===== config.mk =====
export PLATFORM = sky130hd
export DESIGN_NAME = mod_updown_counter
export DESIGN_NICKNAME = d
export VERILOG_FILES = /design/src/rtl/mod_updown_counter.sv
export SDC_FILE = /design/constraint.sdc
export NUM_CORES = 1
export LEC_CHECK = 0
export BUFFER_PORTS_ARGS = -buffer_cell sky130_fd_sc_hd__clkbuf_2
export CAP_MARGIN = 20
export CORE_UTILIZATION = 30
export CTS_BUF_LIST = sky130_fd_sc_hd__clkbuf_8
export DETAILED_ROUTE_END_ITERATION = 10
export SETUP_SLACK_MARGIN = 0.15
export SLEW_MARGIN = 40
export SYNTH_ARGS = -nofsm -noshare
export SYNTH_HDL_FRONTEND = slang
export SYNTH_SLANG_ARGS = --single-unit

===== constraint.sdc =====
create_clock -name clk -period 1.6 [get_ports clk]
set_input_delay 0 -clock clk [delete_from_list [all_inputs] [get_ports clk]]
set_output_delay 0 -clock clk [all_outputs]
set_load 0.01 [all_outputs]

===== src/rtl/mod_updown_counter.sv =====
// Parametrised modulo up/down counter with enable, clear, load, wrap/saturate
// limits, terminal-count pulse and sticky overflow. Optional prescaler: COUNTER_PRESCALE_EN.
module mod_updown_counter #(
  parameter int          WIDTH    = 7,
  parameter int unsigned MOD_MAX  = 99,
  parameter int          SAT_MODE = 0,
  parameter int          PRESCALE = 10
) (
  input  logic             clk,
  input  logic             rst_n,
  input  logic             en,
  input  logic             up_dn,
  input  logic             clr,
  input  logic             load,
  input  logic [WIDTH-1:0] load_val,
  output logic [WIDTH-1:0] cnt,
  output logic             tc,
  output logic             ovf
);

  localparam logic [WIDTH-1:0] MAX_V = WIDTH'(MOD_MAX);

  if (WIDTH < 2 || WIDTH > 32) begin : g_bad_width
    $error("mod_updown_counter: WIDTH must be 2..32");
  end
  if (MOD_MAX < 1 || 64'(MOD_MAX) > ((64'(1) << WIDTH) - 64'(1))) begin : g_bad_max
    $error("mod_updown_counter: MOD_MAX must be 1..2^WIDTH-1");
  end
  if (PRESCALE < 2) begin : g_bad_presc
    $error("mod_updown_counter: PRESCALE must be at least 2");
  end

  logic [WIDTH-1:0] cnt_q, cnt_d;
  logic             tc_q, tc_d;
  logic             ovf_q, ovf_d;
  logic             tick;

`ifdef COUNTER_PRESCALE_EN
  localparam int            PW         = (PRESCALE > 2) ? $clog2(PRESCALE) : 1;
  localparam logic [PW-1:0] PRESC_LAST = PW'(PRESCALE - 1);

  logic [PW-1:0] presc_q, presc_d;

  // The prescaler only advances on enabled cycles, so gaps in en stretch the step period.
  assign tick = (presc_q == PRESC_LAST);

  always_comb begin
    presc_d = presc_q;
    if (clr || load) begin
      presc_d = '0;
    end else if (en) begin
      presc_d = tick ? '0 : presc_q + PW'(1);
    end
  end

  always_ff @(posedge clk or negedge rst_n) begin
    if (!rst_n) begin
      presc_q <= '0;
    end else begin
      presc_q <= presc_d;
    end
  end
`else
  assign tick = 1'b1;
`endif

  always_comb begin
    cnt_d = cnt_q;
    tc_d  = 1'b0;
    ovf_d = ovf_q;
    if (clr) begin
      cnt_d = '0;
      ovf_d = 1'b0;
    end else if (load) begin
      cnt_d = (load_val > MAX_V) ? MAX_V : load_val;
    end else if (en && tick) begin
      if (up_dn) begin
        if (cnt_q != MAX_V) begin
          cnt_d = cnt_q + WIDTH'(1);
        end else begin
          cnt_d = (SAT_MODE != 0) ? MAX_V : '0;
          tc_d  = 1'b1;
          ovf_d = 1'b1;
        end
      end else begin
        if (cnt_q != '0) begin
          cnt_d = cnt_q - WIDTH'(1);
        end else begin
          cnt_d = (SAT_MODE != 0) ? '0 : MAX_V;
          tc_d  = 1'b1;
          ovf_d = 1'b1;
        end
      end
    end
  end

  always_ff @(posedge clk or negedge rst_n) begin
    if (!rst_n) begin
      cnt_q <= '0;
      tc_q  <= 1'b0;
      ovf_q <= 1'b0;
    end else begin
      cnt_q <= cnt_d;
      tc_q  <= tc_d;
      ovf_q <= ovf_d;
    end
  end

  assign cnt = cnt_q;
  assign tc  = tc_q;
  assign ovf = ovf_q;

endmodule


# Word-level counts from Yosys, hierarchy flattened
# Index checks and enable logic that the tools add are counted.
# totals
regBits	9
word_cells	33
out_inout_bits	9
inputBits	13
# op_classes
eq_ne	4
order_cmp	1
muxes	19
n_addsub	2
reduce_logical	4
# op_table
cell	n
$mux W7	7
$mux W1	12
$add A7 B1 Y7 const B	1
$gt A7 B7 Y1 const B	1
$ne A7 B7 Y1 const B	1
$reduce_bool A7 Y1	1
$sub A7 B1 Y7 const B	1
$ne A3 B3 Y1 const B	2
$reduce_and A4 Y1	1
$reduce_bool A3 Y1	1
$ne A2 B2 Y1 const B	1
$reduce_bool A2 Y1	1

# Longest topological paths before layout
# Gate-level depths: netlist (run 1).
# logic_depth
word_depth	6
ltp_mapped	6
depth_no_buf	6

# Worst setup path before layout (run 1)
# Ideal clock, no wire load.
# synth_path
path_type	reg2reg
from	register cnt_q[0] (netlist: cnt[0])
to	register cnt_q[6] (netlist: cnt[6])
path_buffers	0
path_stages_with_launch	6
required_time_ps	1518
arrival_time_ps	1567
setup_time_ps	82
slack_ps	-50
period_less_slack_ps	1650
cell_sequence	dfrtp_1 ha_1 nand4bb_1 a21oi_1 or4_1 a31oi_1
# synth_between
elab_chain_len	6
word_cells_on_any_way	10
cone_classes	2 x add/sub; 1 x eq/ne; 6 x mux; 1 x reduce/logical
# synth_rtl
element	line	source
start: declaration	33	logic [WIDTH-1:0] cnt_q, cnt_d;
start signal: assignment	103	cnt_q <= cnt_d;
$sub A7 B1 Y7 (tied with other cells)	87	cnt_d = cnt_q - WIDTH'(1);
$mux W7, on equally long branches	86, 78	
$mux W7 (*)	77	if (up_dn) begin
$mux W7 (*)	76	end else if (en && tick) begin
$mux W7 (*)	74	end else if (load) begin
$mux W7 (*)	71	if (clr) begin
# Mark *: on every way between the ends. The rest lies on a longest branch, timed or not. The select of a mux whose other input is x is not followed.
# A chain may end at the register's enable or synchronous reset.

# Worst setup path in the final report (run 1)
# Ends and elaborated chain as after synthesis.

==> results_dict.tcl, run 1 <==
set metrics [dict create \
    synthCells 116 \
    yosysTopAreaCell "dfrtp_1" \
    clk_pin_slew_worst_paths_ns 0.05 \
    grtUsageMet2_pct 32.3 \
    timing.final.crit_share_pct 98.0 \
    hold_viol_final 0 \
    worst_pin_slew_ns 0.345 \
    yosysWarningCount 0 \
    viasPerCell 5.78 \
    maxSlewViolCount 0 \
    fin_hold_ws_ns 0.0752 \
    ys_seq_elements 9 \
    critPathRequiredTime_ns 1.76 \
    antenna_found_initial 0 \
    postRouteAntennaNets 0 \
    cts_buffer_depth 2 \
    grt_use_met1_pct 26.5 \
    syn_to_final_growth_pct 56.6 \
    place_congestion 0.856 \
    synth_commonest_cells "14 x nor2_1, 10 x nand2_1, 9 x dfrtp_1, 7 x inv_1" \
    arrival_ns 1.73 \
    dpl.hpwl_mm 2.18 \
    coreArea_mm2 0.00278 \
    yosysSeqAreaShare_pct 25.4 \
    wl_mm 3.15 \
    yosys.area.top_type_share_pct 25.4 \
    status "complete, no violations" \
    num-nets-final 179 \
    yosysUniqueCellTypes 40 \
    clock-root-buffer "clkbuf_8" \
    grt_pass1_vias 1016 \
    fmax_mhz 638 \
    layout-drive-gt1-share_pct 51.2 \
    grt_remaining_overflow 0 \
    cp_max_fo 5 \
    endpoint_kind "flop" \
    rsz0062_at_grt "yes" \
    start_util_pct 31.9 \
    die_h_um 56.4 \
    drt-initial-drc-count 46 \
    synth_area_leaders "dfrtp_1 25%, nor2_1 5.9%, a41oi_1 4.9%" \
    grt_start_max_net_pins 14 \
    power.density_mw_per_mm2 691 \
    grt_use_total_pct 20.0 \
    antenna_cells 0 \
    use_met3_pct 3.46 \
    setup_ws_ns 0.0320 \
    top_usage_layer "met2" \
    die_w_um 56.4 \
    placed_area_mm2 0.00112 \
    cts_tree "done" \
    path_cells "ha_4 -> nand4bb_1 -> a21oi_1 -> or4_4 -> a31oi_2" \
    fp-row-count 19 \
    dieArea_mm2 0.00318 \
    ios 22 \
    port_buffers 21 \
    slew_headroom_pct 77.0 \
    critPathSlowestCell "or4_4" \
    n_fill_cell 247 \
    setup_violations 0 \
    wl_per_cell_um 16.3 \
    irDropWorstVdd_uv 357 \
    fin_tns_setup_ns 0 \
    vias 1115 \
    drcViolationCount 0 \
    syn-mean-instance-area_um2 7.65 \
    cts_buffers 3 \
    synth_area_um2 887 \
    critPathKind "reg2reg" \
    multi_input_area_um2 711 \
    yosysMostFrequentCell "nor2_1" \
    async_flop_share_pct 100 \
    grt_pass1_wl_mm 4.94 \
    register_area_um2 230 \
    hold_class "in2reg" \
    critical_path.startpoint_type "flop" \
    layout_min_cycle_time_ns 1.57 \
    synth_nets 132 \
    p_leak_nw 0.611 \
    synth-edff-count 0 \
    clk_latency_ns 0.23 \
    clock-sinks 9 \
    post-place-ws_ns -0.0593 \
    cts_htree_levels 1 \
    synth-main-ff-cell "dfrtp_1" \
    max_stage_delay_ns 0.56 \
    fin_area_mm2 0.00139 \
    drv_cap 0 \
    drt-pass1-iter-count 6 \
    fin_skew_ns 0.000750 \
]
[where the power goes]
part	internal (mW)	switching [mW]
Sequential	0.245	0.0291
Combinational	0.203	0.208
Clock	0.171	0.103
Total	0.619	0.340
[sequential cells by signal, summed over array words and instances, names as in the netlist]
register and cells:
tc 1, ovf 1, cnt 7
[repair_timing]
item / 4_1_cts / 5_1_grt
endpoints found under the setup margin: 8 / 8
pin swaps: 6 / 3
gates resized for setup: 16 / 12
hold buffers: 1 / 0
cloned: 0 / 0
buffers inserted: 5 / 6
hold endpoints to repair: 9 / 0
[path summary, 6_finish.rpt]
| path | startpoint | endpoint | slack, ns | cells past startpoint |
|---|---|---|---|---|
| setup / recovery | cnt[0] | cnt[6] | 0.03 | 5 |
| hold / removal | load_val[1] | cnt[1] | 0.08 | 3 |
| setup reg to reg | cnt[0] | cnt[6] | 0.03 | 5 |
| hold reg to reg | ovf | ovf | 0.53 | 2 |
| max in group asynchronous | rst_n | cnt[2] | 1.21 | 2 |
| min in group asynchronous | rst_n | cnt[1] | 0.16 | 2 |
[logic make-up (layout without fill, tap and decap cells)]
| logic type | after synthesis | count (layout) | share of synthesized area (%) |
|---|---|---|---|
| flops | 9 | 9 | 25.4 |
| buf+inv | 16 | 62 | 8.46 |
| compound gates | 34 | 34 | 27.9 |
| fa+ha+maj | 3 | 3 | 4.23 |
| xor+xnor | 2 | 2 | 1.97 |
| simple gates | 52 | 52 | 32.0 |
[cells in the final DEF, fill, tap and decap left out, drive strengths merged, types with 2 or more instances in the layout]
cell    instances
nor2           14
a21oi           6
a31o            2
o22ai           2
nor2b           3
xnor2           2
inv             7
nand2          10
o21ai           4
nor3b           2
o211ai          2
or4             2
clkbuf         24
a211o           2
nor3            7
and3            3
nor4            2
buf            29
o31ai           2
dfrtp           9
a311oi          2
ha              3
a41oi           5
nand3           5
[cell type report]
type / instances / area share [%]
clock buffers: 3 / 2.97
flip-flops and latches: 9 / 16.6
well taps: 31 / 2.79
multi-input cells: 91 / 51.2
repair buffers: 51 / 24.2
clock inverters: 1 / 0.360
inverters: 7 / 1.89
[metrics by stage]
| stage | utilization (%) | cells | total power, mW |
|---|---|---|---|
| floorplan | - | 116 | 0.459 |
| global placement | 40.4 | 177 | 0.584 |
| detailed placement | 40.4 | 177 | 0.588 |
| CTS | 46.1 | 187 | 0.909 |
| global route | 49.9 | 193 | 1.01 |
| finish | 49.9 | 193 | 0.959 |
[layer usage]
| metal | vias to the layer above | share of wire [%] | routed length (um) |
|---|---|---|---|
| li1 | 523 | - | - |
| met1 | 543 | 44 | 1370 |
| met2 | 41 | 50 | 1570 |
| met3 | 8 | 4.1 | 128 |
| met4 | 0 | 2.5 | 78 |
| met5 | - | 0 | 0 |
[worst max-delay path, delay by kind of cell, from the launching register on]
family,cells,cell delay [ns]
fa+ha+maj,1,0.19
simple gates,2,0.65
flops,1,0.44
compound gates,2,0.21
(Power assumes the default switching activity.)
==> run 2, diff against run 1 <==
==> constraint.sdc (replaced) <==
create_clock -name clk -period 1.6 [get_ports clk]
set_input_delay 0.08 -clock clk [delete_from_list [all_inputs] [get_ports clk]]
set_output_delay 0.08 -clock clk [all_outputs]
set_load 0.01 [all_outputs]
==> results_dict.tcl, run 2 (synthesis results as in run 1) <==
set metrics [dict create \
    power.density_mw_per_mm2 693 \
    grt_remaining_overflow 0 \
    clock-sinks 9 \
    clock-root-buffer "clkbuf_8" \
    num-nets-final 180 \
    worst_pin_slew_ns 0.398 \
    status "complete, no violations" \
    grt_pass1_vias 1050 \
    antenna_found_initial 0 \
    critical_path.startpoint_type "flop" \
    fmax_mhz 640 \
    wl_per_cell_um 16.2 \
    final_common_cell "buf_4" \
    maxSlewViolCount 0 \
    endpoint_kind "flop" \
    layout_common_cells "29 x buf_4, 21 x clkbuf_2, 13 x nor2_1" \
    rr_startpoint "cnt[3]" \
    dieArea_mm2 0.00318 \
    grt_use_total_pct 19.8 \
    port_buffers 21 \
    cts_htree_levels 1 \
    antenna_cells 0 \
    rsz0062_at_grt "yes" \
    cts_tree "done" \
    max_stage_delay_ns 0.47 \
    clk_latency_ns 0.24 \
    layout_min_cycle_time_ns 1.56 \
    cp_max_fo 6 \
    critPathKind "reg2reg" \
    postRouteAntennaNets 0 \
    r2r-end "cnt[5]" \
    place_congestion 0.895 \
    setup_violations 0 \
    finalPower_uw 975 \
    cts_buffers 3 \
    ios 22 \
    arrival_ns 1.68 \
    hold_class "in2reg" \
    largest_reg_flops 7 \
    hold_viol_final 0 \
    critPathSlowestCell "dfrtp_2" \
    start_util_pct 31.9 \
    worst-r2r-setup-slack_ns 0.04 \
    grt_pass1_wl_mm 4.89 \
    cts_buffer_depth 2 \
    fp-row-count 19 \
    critPathRequiredTime_ns 1.72 \
    drv_cap 0 \
    layout-drive-gt1-share_pct 52.1 \
    die_w_um 56.4 \
    irDropWorstVdd_uv 404 \
    drt-initial-drc-count 61 \
    drt-pass1-iter-count 5 \
    path_cells "buf_4 -> nor3_4 -> buf_6 -> and3_1 -> o211ai_1 -> o211a_1" \
    grt_start_max_net_pins 14 \
    die_h_um 56.4 \
    clk_pin_slew_worst_paths_ns 0.05 \
    whs_endpoint "cnt[1]" \
    slew_headroom_pct 73.5 \
    dpl.hpwl_mm 2.12 \
    syn_to_final_growth_pct 58.7 \
    wl_mm 3.15 \
    p_leak_nw 0.617 \
    r2r_cells 6 \
    dp.cells 177 \
    timing.final.crit_share_pct 97.7 \
    stdcell_count 194 \
    coreArea_mm2 0.00278 \
    vias 1127 \
    drcViolationCount 0 \
    hp-start "load_val[1]" \
    fin_skew_ns 0.00494 \
    viasPerCell 5.81 \
    min_path_cells 3 \
]
[run 2: per-stage QoR]
| step | TNS [ns] | hold slack (ns) | area, um^2 | setup WS [ns] | util (%) |
|---|---|---|---|---|---|
| final | 0 | 0.132 | 1410 | 0.0363 | 50.6 |
| after CTS | 0 | 0.147 | 1350 | 0.0464 | 48.5 |
| after floorplan | -0.000417 | -0.216 | 892 | -0.000417 | - |
| after global routing | -0.0623 | 0.151 | 1410 | -0.0450 | 50.6 |
| after global placement | -0.151 | -0.0434 | 1120 | -0.0961 | 40.4 |
| after detailed placement | -0.204 | -0.0380 | 1120 | -0.123 | 40.4 |
[run 2: worst max path at each step]
stage	start	end	slack [ns]
finish	cnt[3]	cnt[5]	0.04
CTS	cnt[5]	cnt[4]	0.05
global placement	cnt[0]	cnt[4]	-0.1
global route	cnt[0]	cnt[6]	-0.05
detailed placement	cnt[0]	cnt[4]	-0.12
floorplan	cnt[4]	cnt[4]	-0.0004
[run 2: repair_timing]
item	in CTS	in global routing
buffers inserted	12	0
setup endpoints to repair	8	7
gates cloned	0	0
pin swaps	11	6
resized for setup	19	13
hold buffers	1	0
hold endpoints to repair	9	0
[run 2: area by class of cell]
cell class / instances / area [um^2]
Clock buffer: 3 / 41.3
Sequential cell: 9 / 231
Fill cell: 272 / 1370
Clock inverter: 1 / 3.75
Multi-Input combinational cell: 91 / 719
Timing Repair Buffer: 52 / 344
Inverter: 7 / 28.8
Tap cell: 31 / 38.8
[run 2: report_power, final]
group	switching [mW]	total, mW	leakage, nW	internal, mW
combinational	0.210	0.423	0.478	0.214
clock	0.104	0.273	0.0269	0.168
sequential	0.0334	0.279	0.113	0.245
total	0.347	0.975	0.617	0.627
[run 2: routing by layer]
metal,track usage (%),share of wire [%],vias to the layer above
met4,5.57,0.98,0
met3,4.15,5.8,6
li1,-,-,532
met1,25.2,43,539
met2,33.5,50,50
met5,0,0,-
[run 2: critical path, delay by kind of cell, from the launching register on]
| family | cells | cell delay (ns) |
|---|---|---|
| buffers and inverters | 2 | 0.34 |
| AO/OA/AOI/OAI | 2 | 0.28 |
| AND/OR/NAND/NOR | 2 | 0.36 |
| flip-flops | 1 | 0.47 |
